$ cat config.mk
export PLATFORM = sky130hd
export DESIGN_NAME = serial_word_loader
export DESIGN_NICKNAME = d
export VERILOG_FILES = /design/src/rtl/serial_word_loader_pkg.sv /design/src/rtl/serial_word_loader_bit_counter.sv /design/src/rtl/serial_word_loader.sv
export SDC_FILE = /design/constraint.sdc
export NUM_CORES = 1
export LEC_CHECK = 0
export ABC_AREA = 0
export CAP_MARGIN = 40
export CORE_MARGIN = 5
export CORE_UTILIZATION = 30
export DETAILED_ROUTE_END_ITERATION = 10
export GPL_TIMING_DRIVEN = 0
export RECOVER_POWER = 25
export SLEW_MARGIN = 0
export SYNTH_ARGS = -nofsm -noshare
export SYNTH_HDL_FRONTEND = slang
export SYNTH_SLANG_ARGS = --single-unit
$ cat constraint.sdc
create_clock -name clk -period 2.9 [get_ports clk]
set_clock_uncertainty 0.15 [all_clocks]
set_input_delay 0.29 -clock clk [delete_from_list [all_inputs] [get_ports clk]]
set_output_delay 0.29 -clock clk [all_outputs]
set_load 0.1 [all_outputs]
$ cat src/rtl/serial_word_loader_pkg.sv
// Shared types and constants for the serial word loader.
package loader_pkg;

  typedef enum logic [1:0] {
    IDLE  = 2'd0,
    SHIFT = 2'd1,
    LOAD  = 2'd2
  } loader_state_t;

  localparam int DEFAULT_WIDTH = 32;

endpackage

$ cat src/rtl/serial_word_loader_bit_counter.sv
// Up-counter of received bits: sync clear, increment enable, terminal flag at WIDTH-1.
module bit_counter #(
  parameter int WIDTH = 32
) (
  input  logic                   clk,
  input  logic                   rset,
  input  logic                   clr,
  input  logic                   inc,
  output logic [$clog2(WIDTH):0] cnt,
  output logic                   term
);

  localparam int CW = $clog2(WIDTH) + 1;

  logic [CW-1:0] cnt_q;
  logic [CW-1:0] cnt_d;

  // Clear takes priority so a restart never counts the bit of the same cycle.
  always_comb begin
    cnt_d = cnt_q;
    if (clr) begin
      cnt_d = '0;
    end else if (inc) begin
      cnt_d = cnt_q + CW'(1);
    end
  end

  always_ff @(posedge clk) begin
    if (rset) begin
      cnt_q <= '0;
    end else begin
      cnt_q <= cnt_d;
    end
  end

  assign cnt  = cnt_q;
  assign term = (cnt_q == CW'(WIDTH - 1));

endmodule

$ cat src/rtl/serial_word_loader.sv
// Assembles a WIDTH-bit word from a framed serial stream and strobes it into a register.
// Handshake: each bit_valid=1 cycle in SHIFT consumes bit_in; en is a one-cycle load with d valid alongside.
module serial_word_loader
  import loader_pkg::*;
#(
  parameter int WIDTH     = DEFAULT_WIDTH,
  parameter bit MSB_FIRST = 1'b1
) (
  input  logic                   clk,
  input  logic                   rset,
  input  logic                   start,
  input  logic                   bit_in,
  input  logic                   bit_valid,
  input  logic                   abort,
  output logic [WIDTH-1:0]       d,
  output logic                   en,
  output logic                   busy,
  output logic                   frame_err,
  output logic [$clog2(WIDTH):0] bit_cnt
);

  loader_state_t    state_q, state_d;
  logic [WIDTH-1:0] sreg_q, sreg_d;
  logic [WIDTH-1:0] d_q, d_d;
  logic             en_q, en_d;
  logic             busy_q, busy_d;
  logic             frame_err_q, frame_err_d;
  logic [WIDTH-1:0] shifted;
  logic             cnt_clr;
  logic             cnt_inc;
  logic             cnt_term;

  bit_counter #(.WIDTH(WIDTH)) u_bit_counter (
    .clk  (clk),
    .rset (rset),
    .clr  (cnt_clr),
    .inc  (cnt_inc),
    .cnt  (bit_cnt),
    .term (cnt_term)
  );

  always_comb begin
    if (MSB_FIRST) begin
      shifted = {sreg_q[WIDTH-2:0], bit_in};
    end else begin
      shifted = {bit_in, sreg_q[WIDTH-1:1]};
    end
  end

  always_comb begin
    state_d     = state_q;
    sreg_d      = sreg_q;
    d_d         = d_q;
    frame_err_d = 1'b0;
    cnt_clr     = 1'b0;
    cnt_inc     = 1'b0;
    unique case (state_q)
      IDLE: begin
        if (start) begin
          state_d = SHIFT;
          sreg_d  = '0;
          cnt_clr = 1'b1;
        end
      end
      SHIFT: begin
        // abort beats start; start restarts the frame and drops any bit of that cycle
        if (abort) begin
          state_d = IDLE;
          sreg_d  = '0;
          cnt_clr = 1'b1;
        end else if (start) begin
          sreg_d      = '0;
          cnt_clr     = 1'b1;
          frame_err_d = 1'b1;
        end else if (bit_valid) begin
          sreg_d  = shifted;
          cnt_inc = 1'b1;
          if (cnt_term) begin
            state_d = LOAD;
            d_d     = shifted;
          end
        end
      end
      LOAD: begin
        state_d = IDLE;
        cnt_clr = 1'b1;
      end
      default: begin
        state_d = IDLE;
        cnt_clr = 1'b1;
      end
    endcase
    en_d   = (state_d == LOAD);
    busy_d = (state_d == SHIFT);
  end

  always_ff @(posedge clk) begin
    if (rset) begin
      state_q     <= IDLE;
      sreg_q      <= '0;
      d_q         <= '0;
      en_q        <= 1'b0;
      busy_q      <= 1'b0;
      frame_err_q <= 1'b0;
    end else begin
      state_q     <= state_d;
      sreg_q      <= sreg_d;
      d_q         <= d_d;
      en_q        <= en_d;
      busy_q      <= busy_d;
      frame_err_q <= frame_err_d;
    end
  end

  assign d         = d_q;
  assign en        = en_q;
  assign busy      = busy_q;
  assign frame_err = frame_err_q;

endmodule
; Word level (Yosys, flattened, before mapping)
; Index checks and enable logic that the tools add are counted.
[word_totals]
in_bits = 6
ff_bits = 74
[classes]
bitwise = 3
add_sub_neg = 1
eq_ne = 6
n_reduce_logical = 6
n_mux = 18
[ops]
columns = operator, count
row1 = 2-to-1 mux 31 bit, 4
row2 = one-hot mux 31 bit (2 select lines), 1
row3 = 2-to-1 mux 2 bit, 5
row4 = "adder 6 x 1 -> 6 bit, second input constant", 1
row5 = "== test 6 x 5 -> 1 bit, second input constant", 1
row6 = 2-to-1 mux 1 bit, 6
row7 = AND reduction 5 bit, 1
row8 = "== test 2 x 1 -> 1 bit, second input constant", 2
row9 = "inequality test 4 bit, second input constant", 1
row10 = one-hot mux 2 bit (2 select lines), 1
row11 = inverter 1 bit, 3
row12 = AND reduction 3 bit, 1
row13 = OR reduction 3 bit, 1
row14 = "== test 2 bit, second input constant", 1
row15 = zero test 2 bit, 1
row16 = "inequality test 2 bit, second input constant", 1
row17 = one-hot mux 1 bit (2 select lines), 1
row18 = nonzero test 2 bit, 1
row19 = OR reduction 2 bit, 1

; Longest topological paths before layout
[depth]
word_depth = 7
mapped_depth = 6
mapped_depth_nobuf = 4

; Cells and area by module
; From an unflattened synthesis, not the netlist that was laid out.
[unflattened]
hier_cells = 256
hier_area_um2 = 2763.9
[modules_own_cells]
columns = mod, area_each_um2, cells_per_inst, seq_area_each_um2, instances
row1 = serial_word_loader, 2504.9, 228, 1361.3, 1
row2 = bit_counter, 259.0, 28, 120.1, 1

; Worst setup path after synthesis
; Ideal clock, no wire load.
[synth_path]
path_kind = register to register
start = register u_bit_counter.cnt_q[0], in the netlist u_bit_counter.cnt[0]
end = register d_q[24], in the netlist d[24]
stages_incl_launch_ff = 7
setup_ns = 0.122
setup_slack_ns = 0.346
t_arrival_ns = 2.282
cell_sequence = dfxtp_1 ha_1 nand4_1 or4_1 clkbuf_2 buf_6 mux2i_1
[synth_via]
elab_chain_cells = 2
[synth_rtl]
columns = element, line
row1 = start: declaration, serial_word_loader_bit_counter.sv:15  ; logic [CW-1:0] cnt_q;
row2 = start signal: assignment, serial_word_loader_bit_counter.sv:32  ; cnt_q <= cnt_d;
row3 = == test 6 x 5 -> 1 bit, serial_word_loader_bit_counter.sv:37  ; assign term = (cnt_q == CW'(WIDTH - 1));
row4 = AND reduction 5 bit (no line), --
row5 = end signal: assignment, serial_word_loader.sv:101  ; d_q <= '0;
row6 = end signal: assignment, serial_word_loader.sv:108  ; d_q <= d_d;
row7 = end: declaration, serial_word_loader.sv:24  ; logic [WIDTH-1:0] d_q, d_d;
; Every way passes these cells.
; A chain may end at the register's enable or synchronous reset.

; Worst setup path after layout
[layout_path]
start = input port start
end = register d_q[8], in the netlist d[8]
[layout_via]
elab_chain_cells = 2
[layout_rtl]
columns = element, line
row1 = start: declaration, serial_word_loader.sv:11  ; input logic start,
row2 = inverter 1 bit (no line), --
row3 = AND reduction 5 bit (no line), --
; Every way passes these cells.

==> out/qor.csv <==
metric;value;unit
clkTransAtPathRegs;70;ps
p_leak;1.458;nW
dieArea;0.01251;mm2
syn_inst;303;
grt_max_degree;13;
p_total;0.002224;W
vdd_drop_max;339.1;uV
path_delay_family;simple AND/OR/NAND/NOR gates;
wl;7152;um
power_frac_seq;45.9;%
r2r_setup_slack;540;ps
coreArea;0.01023;mm2
power.density;508.0;mW/mm2
dr.pass1.iters;4;
p_switching;0.0004424;W
antenna_cells;0;
dp_hpwl;5302;um
yosys_warnings;0;
holdPathStages;2;
switching_share;19.89;%
grt_antenna_before_repair;0;
gp_congestion;0.7634;
hp-start;d[7]$_SDFFE_PP0P_;
path_buf_inv;2;
synth_seq_cells;74;
critPathMaxStageDelay;610;ps
seq_area;0.001481;mm2
maxCapViolCount;0;
n_fill_cell;987;
grt_usage;12.12;%
drv_slew;0;
io_pins;47;
start_util;30.41;%
setup_tns;0;ps
r2r_end;d[8]$_SDFFE_PP0P_;
combPwrFrac;4.6;%
final_util;42.79;%
multi_input_area;0.001494;mm2
path_max_fanout;10;
row_count;37;
p_int;0.001781;W
die_h;111.8;um
gr-total-overflow;0;
numCtsBuffers;9;
syn_area;0.003112;mm2
tightest_slew;1178;ps
arrival;2610;ps
timing.fmax;0.4012;GHz
synth_area_leaders;dfxtp_1 48%, nand2b_1 14%, mux2i_1 11%;
clk_path_buf_depth;2;
syn_nets;310;
layout_min_cycle_time;2493;ps
drtIter0Drc;80;
crit_type;in2reg;
grt_pass1_vias;2608;
worstSkewPairLatency;350;ps
port_buffers;46;
drc;0;
setup_viol;0;
finalHoldViolCount;0;
required;3020;ps
yosysUniqueCellTypes;29;
worstPathCellList;dlygate4sd3_1 > or4b_4 > nor4_2 > buf_4 > mux2i_1;
synth.avg_cell_area;10.27;um2
grt_pass1_wl;12550;um
slew_headroom;21.80;%
cts_resized;0;
critPathCaptureType;flip-flop;
ys_seq_area_share;47.61;%
reg2reg_from;state_q[1]$_SDFF_PP0_;
nets;409;
cts_hold_buffers;0;
place_area;0.004374;mm2
period_share;85.95;%
worst_hold_slack;323.3;ps
hold_class;reg2reg;
synth_top_area_cell;dfxtp_1;
htree_levels;3;
r2r_cells;5;
clkSinkCount;74;
root_buffer;clkbuf_8;
vias;2556;
clkPwrFrac;49.5;%
synth_top_area_share;47.61;%
cts_setup_buffers;0;
start_kind;input port;
fp.dieW;111.8;um
cts_tree;yes;
rsz0062_at_grt;false;
vias_per_cell;4.707;
final_area;0.004378;mm2
status;completed;
drtAntennaViolNets;0;
worstHoldEndpoint;d[7]$_SDFFE_PP0P_;
area_growth;40.69;%
layout-drive-gt1-share;9.582;%
slowest_stage;dlygate4sd3_1;
drt-wirelength-per-cell;13.17;um
cell type report:
| type | instances | area share (%) |
|---|---|---|
| plain buffers | 28 | 2.944 |
| flip-flops and latches | 74 | 33.84 |
| multi-input cells | 199 | 34.12 |
| clock inverters | 4 | 2.744 |
| well taps | 136 | 3.887 |
| clock buffers | 12 | 3.772 |
| inverters | 2 | 0.1715 |
| repair buffers | 88 | 18.52 |
logic make-up after synthesis:
group | synth area share (%)
multiplexers | 10.94
AO/OA/AOI/OAI | 19.18
AND/OR/NAND/NOR | 17.49
buffers and inverters | 4.382
adder cells (fa/ha/maj) | 0.4020
flip-flops | 47.61
sequential cells by signal (all words and copies together), names as in the netlist:
| register | flops |
|---|---|
| en | 1 |
| u_bit_counter.cnt | 6 |
| frame_err | 1 |
| sreg_q | 31 |
| state_q | 2 |
| d | 32 |
| busy | 1 |
cells in the final DEF (no fill, tap or decap), types with 2 or more instances in the layout:
| cell | synthesis | final |
|---|---|---|
| a21oi_1 | 6 | 6 |
| or3_1 | 2 | 2 |
| nand3_1 | 3 | 3 |
| clkdlybuf4s50_1 | 0 | 45 |
| buf_6 | 2 | 2 |
| nand4_1 | 2 | 2 |
| buf_8 | 0 | 15 |
| mux2i_1 | 34 | 34 |
| nand2_1 | 3 | 3 |
| buf_4 | 2 | 2 |
| bufinv_16 | 0 | 4 |
| o21ai_0 | 4 | 4 |
| a2111oi_0 | 32 | 32 |
| clkbuf_1 | 23 | 48 |
| nand2b_1 | 69 | 69 |
| dfxtp_1 | 74 | 74 |
| o21bai_1 | 31 | 31 |
| clkbuf_8 | 0 | 12 |
| nor2_1 | 2 | 2 |
synth_stat cells:
cell type / n
o21ai_0: 4
a21oi_1: 6
o311ai_0: 1
mux2i_1: 34
clkinv_1: 1
or3_1: 2
or4b_4: 1
nand2b_1: 69
nor4_2: 1
a2111oi_0: 32
nand3_1: 3
ha_1: 1
nand2_1: 3
o21bai_1: 31
a211o_1: 1
nand4_1: 2
nor3_1: 1
nor4_1: 1
clkbuf_2: 1
or4_1: 1
clkbuf_1: 23
buf_6: 2
o41ai_1: 1
nor2_1: 2
inv_1: 1
o31ai_1: 1
buf_4: 2
dfxtp_1: 74
nor4b_1: 1
how the worst max path moves through the flow:
stage,cells after the start,slack [ps],endpoint,start
detailed placement,5,170,d[17]$_SDFFE_PP0P_,start
global placement,4,160,u_bit_counter.cnt[5]$_SDFFE_PP0P_,rset
floorplan,6,350,d[24]$_SDFFE_PP0P_,u_bit_counter.cnt[0]$_SDFFE_PP0P_
finish,5,410,d[8]$_SDFFE_PP0P_,start
CTS,5,510,d[13]$_SDFFE_PP0P_,state_q[1]$_SDFF_PP0_
global route,5,260,d[15]$_SDFFE_PP0P_,start
power groups by stage:
stage               Clock (W)  Sequential (W)  Combinational [W]
floorplan                   0         0.00105          0.0000553
global placement            0         0.00104           0.000101
detailed placement          0         0.00104           0.000107
CTS                   0.00113         0.00102           0.000107
global route          0.00117         0.00102           0.000112
finish                0.00110         0.00102           0.000102
tightest hold or removal path, stage by stage (launching register included):
cell and delay, ps:
dfxtp_1 310, nand2b_1 60, mux2i_1 60
layer usage:
| metal | vias to the layer above | track usage [%] | share of wire (%) | wire length [um] |
|---|---|---|---|---|
| met5 | - | 0 | 0 | 0 |
| met4 | 0 | 3.569 | 1.1 | 80 |
| met3 | 8 | 3.913 | 4.3 | 304 |
| met2 | 53 | 19.06 | 46 | 3299 |
| met1 | 1199 | 15.88 | 48 | 3468 |
| li1 | 1296 | - | - | - |
stage by stage:
step / instances / setup WS (ps)
2_1_floorplan: 303 / 346.0
6_report: 543 / 407.4
5_1_grt: 543 / 264.6
3_5_place_dp: 527 / 174.5
4_1_cts: 543 / 506.0
3_3_place_gp: 485 / 157.3
No activity file was read; power rests on OpenSTA's default activity.
==> RTL edit 1, RTL diff (same settings) <==
`MSB_FIRST`: 1'b1 -> 1'b0.
--- a/src/rtl/serial_word_loader.sv
+++ b/src/rtl/serial_word_loader.sv
@@ -4,7 +4,7 @@
   import loader_pkg::*;
 #(
   parameter int WIDTH     = DEFAULT_WIDTH,
-  parameter bit MSB_FIRST = 1'b1
+  parameter bit MSB_FIRST = 1'b0
 ) (
   input  logic                   clk,
   input  logic                   rset,
Check against the original RTL: no difference found for any inputs over 10 cycles, from zero or initial values; that may be too few to reach the edited logic, so the function may still have changed.
==> RTL edit 1 against the unedited design <==
First-iteration DRC count grew 10%. Area after synthesis hardly changed. Register-to-register slack better by 0.02 ns. Design area down 2.3%. Sequential cell count unchanged. Die area hardly changed. Worst setup slack gained 0.012 ns. Final cell count is the same. Count of clock-buffer cells in the layout grew 2. Sequential share of layout area is 0.80 points higher. Routed wire length increased by 2.2%. Total power down 16%. Largest cell class unchanged. Largest power group is now sequential cells.
==> RTL edit 1: results (changes against the unedited design) <==
outcome:
  status: "completed"  # unchanged
global_routing:
  grt_usage: 0.123  # was 0.121
  met2_usage: 0.203  # was 0.191
  met3_usage: 0.0391  # unchanged
  grt_pass1_wl_mm: 12.8  # was 12.6 mm
  gr-usage-met1: 0.160  # was 0.159
  grt_start_max_net_pins: 12  # was 13
pwr:
  vdd_drop_max_mv: 0.216  # was 0.339 mV
  intPower_mw: 1.43  # was 1.78 mW
  powerDensity_mw_per_mm2: 436  # was 508 mW/mm^2
  p_leak_nw: 1.41  # was 1.46 nW
  comb_cell_power_mw: 0.104
  pg_clk_mw: 0.738  # was 1.10 mW
place:
  pre_cts_ws_ns: 0.196  # was 0.175 ns
  placed_area_sq_mm: 0.00438  # was 0.00437 sq mm
  numPortBuffers: 46  # unchanged
  place_congestion: 0.766  # was 0.763
  place_hpwl_mm: 5.24  # was 5.30 mm
setup_path:
  r2r_end: "u_bit_counter.cnt[5]"  # was d[8]
  crit_path_max_fanout: 2  # was 10
  cp_data_arrival_time_ns: 2.04  # was 2.61 ns
  slowest_delay_ns: 0.86  # was 0.61 ns
  crit_slowest_cell: "clkbuf_1"  # was dlygate4sd3_1
  reg2reg_slack_ns: 0.56  # was 0.54 ns
  reg2reg_depth: 6  # was 5
  crit_start: "d[1]"  # was start
  critPathTopFamily: "buffers and inverters"  # was simple AND/OR/NAND/NOR gates
cts:
  clockBufferDepth: 2  # unchanged
  cts_root_buffer: "clkbuf_8"  # unchanged
layout:
  drive_gt1_frac: 0.0909  # was 0.0958
  largest_reg_flops: 32  # unchanged
  antennaDiodeCount: 0  # unchanged
detailed_routing:
  vias: 2575  # was 2,556
  met3_length_um: 259  # was 304 um
  wl_per_cell_um: 13.5  # was 13.2 um
  wl_met2_mm: 3.48  # was 3.30 mm
  routed_via_density: 4.74  # was 4.71
  detail_route.iter0.violations: 88  # was 80
  wl_met1_mm: 3.52  # was 3.47 mm
yosys:
  post_synth_num_cell_types: 30  # was 29
  synth_seq_area_share: 0.476  # about the same
  synth.area.top_cells: "dfxtp_1 48%, nand2b_1 14%, mux2i_1 11%, a2111oi_0 9.0%, o21bai_1 7.5%"  # unchanged
  netlist_top_cells_count: "74 x dfxtp_1, 68 x nand2b_1, 34 x mux2i_1"  # was 74 x dfxtp_1, 69 x nand2b_1, 34 x mux2i_1
  synth_nets: 310  # unchanged
  synthArstFlopShare: 0  # unchanged
min_path:
  hp-start: "d[5]"  # was d[7]
  hold_end: "d[5]"  # was d[7]
  hold_path_depth: 2  # unchanged
timing:
  holdWs_ns: 0.323  # about the same
  max-slew-margin-rel: 0.199  # was 0.218
  finalCriticalPeriod_ns: 2.48  # was 2.49 ns
[RTL edit 1: area by class of cell]
class | instances | area, sq um
flip-flops and latches | 74 | 1480
clock inverters | 2 | 10.0
plain buffers | 28 | 129
multi-input cells | 199 | 1500
fillers | 1000 | 5950
inverters | 2 | 7.51
clock buffers | 14 | 173
repair buffers | 88 | 811
well taps | 136 | 170
[RTL edit 1: cells by family (layout without fill, tap and decap cells)]
group,after synthesis,after routing,synth area share
AO/OA/AOI/OAI,77,77,0.192
flip-flops,74,74,0.476
AND/OR/NAND/NOR,87,87,0.175
multiplexers,34,34,0.109
adder cells (fa/ha/maj),1,1,0.00402
buffers and inverters,30,134,0.0438
[RTL edit 1: how the worst max path moves through the flow]
stage | to | cells past startpoint
2_1_floorplan | d[24] | 6
3_3_place_gp | u_bit_counter.cnt[5] | 4
3_5_place_dp | d[7] | 5
4_1_cts | d[19] | 5
5_1_grt | sreg_q[30] | 6
6_report | d[1] | 2
==> RTL edit 2, RTL diff (config.mk and constraints unchanged) <==
Made on the original files. One comparison of `cnt_q` changes from == to >=.
--- a/src/rtl/serial_word_loader_bit_counter.sv
+++ b/src/rtl/serial_word_loader_bit_counter.sv
@@ -34,7 +34,7 @@
   end
 
   assign cnt  = cnt_q;
-  assign term = (cnt_q == CW'(WIDTH - 1));
+  assign term = (cnt_q >= CW'(WIDTH - 1));
 
 endmodule
 
Formal check against the unedited RTL: same outputs for any inputs over 10 cycles, from zero or initial values; that may be too few to reach the edited logic, so the function may still have changed.
==> RTL edit 2 against the unedited design <==
Total power shrank 8.1%. Largest power group is now sequential cells. Sequential share of layout area increased by 0.66 points. Largest cell class is now flip-flops and latches. Area after synthesis shrank 0.40%. Worst setup slack improved by 0.010 ns. Sequential cell count unchanged. Core utilization decreased by 0.63 points. Design area is 1.9% lower. Routed wire length grew 3.0%.
==> RTL edit 2: results (changes against the unedited design) <==
outcome:
  status: "completed"  # unchanged
place:
  place_congestion: 0.788  # was 0.763
  place_hpwl_mm: 5.29  # was 5.30 mm
  placed_area_sq_mm: 0.00434  # was 0.00437 sq mm
  numPortBuffers: 45  # was 46
cts:
  postCtsSetupBuffers: 0  # unchanged
  post_cts_resized: 0  # unchanged
  clock_latency_ns: 0.34
  cts_root_buffer: "clkbuf_8"  # unchanged
  clockBufferDepth: 2  # unchanged
  clkTransAtPathRegs_ns: 0.08
  cts_buffers: 9  # unchanged
  h-tree-depth: 3  # unchanged
setup_path:
  crit_path_max_fanout: 2  # was 10
  slowest_delay_ns: 0.88  # was 0.61 ns
  crit_slowest_cell: "clkbuf_1"  # was dlygate4sd3_1
  cp_data_arrival_time_ns: 2.04  # was 2.61 ns
layout:
  drive_gt1_frac: 0.0961  # was 0.0958
  fin_nets: 408  # was 409
  antennaDiodeCount: 0  # unchanged
  largest_reg_flops: 32  # unchanged
yosys:
  ys.flop_type: "dfxtp_1"  # unchanged
  post_synth_num_cell_types: 30  # was 29
  synthArstFlopShare: 0  # unchanged
  synth_warnings: 0  # unchanged
  synth_seq_area_share: 0.478  # was 0.476
  synth.area.top_cells: "dfxtp_1 48%, nand2b_1 13%, mux2i_1 11%, a2111oi_0 9.0%, o21bai_1 7.5%"  # was dfxtp_1 48%, nand2b_1 14%, mux2i_1 11%, a2111oi_0 9.0%, o21bai_1 7.5%
  netlist_top_cells_count: "74 x dfxtp_1, 65 x nand2b_1, 33 x mux2i_1"  # was 74 x dfxtp_1, 69 x nand2b_1, 34 x mux2i_1
global_routing:
  grt_start_max_net_pins: 14  # was 13
  grt_pass1_vias: 2610  # was 2,608
  grt_usage: 0.125  # was 0.121
  grt_pass1_wl_mm: 12.8  # was 12.6 mm
  antenna_found_initial: 0  # unchanged
pwr:
  p_leak_nw: 1.55  # was 1.46 nW
  intPower_mw: 1.59  # was 1.78 mW
  vdd_drop_max_mv: 0.212  # was 0.339 mV
detailed_routing:
  vias: 2547  # was 2,556
  drtPass1Iterations: 4  # unchanged
  wl_per_cell_um: 13.6  # was 13.2 um
  detail_route.iter0.violations: 83  # was 80
timing:
  slew_viol_final: 0  # unchanged
  worst_slew_pin_slew_ns: 1.19  # was 1.18 ns
min_path:
  min_path_type: "input pin to flip-flop"  # was flip-flop to flip-flop
[RTL edit 2: cell types whose count changed after synthesis, sizes merged, moves of 2 or more]
cell    change
a31oi       +2
buf         +2
nand2b      -4
nor4        -2
[RTL edit 2: logic make-up (layout without fill, tap and decap cells)]
family | Yosys count | count (layout) | synth area share
muxes | 33 | 33 | 0.107
AOI/OAI and AO/OA | 80 | 80 | 0.199
and+or+nand+nor | 84 | 84 | 0.168
buffers and inverters | 31 | 134 | 0.0440
adders and majority gates | 1 | 1 | 0.00404
DFF | 74 | 74 | 0.478
[RTL edit 2: through the flow]
stage                      util  setup WS [ns]  instances  hold WS (ns)  power [mW]
after detailed placement  0.426          0.330        526         0.314        1.15
after CTS                 0.449          0.655        542         0.198        2.07
after global placement    0.365          0.318        484         0.312        1.14
final                     0.422          0.418        542         0.213        2.04
after floorplan               -          0.496        303         0.285        1.11
after global routing      0.422          0.313        542         0.255        2.13
[RTL edit 2: final timing paths]
| check | startpoint | slack, ns | cells past startpoint | end |
|---|---|---|---|---|
| max reg2reg | state_q[1] | 0.77 | 6 | d[21] |
| min reg2reg | d[0] | 0.33 | 2 | d[0] |
| min | bit_valid | 0.21 | 2 | state_q[0] |
| max | d[13] | 0.42 | 2 | d[13] |
[RTL edit 2: power groups by stage]
| stage | sequential, mW | clock (mW) | combinational [mW] |
|---|---|---|---|
| after detailed placement | 1.04 | 0 | 0.106 |
| after CTS | 1.02 | 0.948 | 0.106 |
| after global placement | 1.04 | 0 | 0.0993 |
| after floorplan | 1.05 | 0 | 0.0558 |
| final | 1.02 | 0.924 | 0.101 |
| after global routing | 1.02 | 1.00 | 0.112 |
[RTL edit 2: layout make-up]
class                           instances  area (sq um)
Sequential cell                        74          1480
Clock buffer                           11           151
Fill cell                            1023          5890
Buffer                                 29           129
Clock inverter                          5          85.1
Timing Repair Buffer                   87           788
Multi-Input combinational cell        198          1480
Tap cell                              136           170
Inverter                                2          7.51
[RTL edit 2: worst max-delay path, delay by kind of cell (launching register included)]
kind                   cells  cell delay, ns
buffers and inverters      2            1.36
flip-flops                 1            0.33
[RTL edit 2: layer usage]
| metal | track usage | wire, um | vias up |
|---|---|---|---|
| met2 | 0.194 | 3410 | 45 |
| met5 | 0 | 0 | - |
| met1 | 0.165 | 3550 | 1197 |
| met3 | 0.0440 | 310 | 9 |
| li1 | - | - | 1296 |
| met4 | 0.0324 | 95 | 0 |
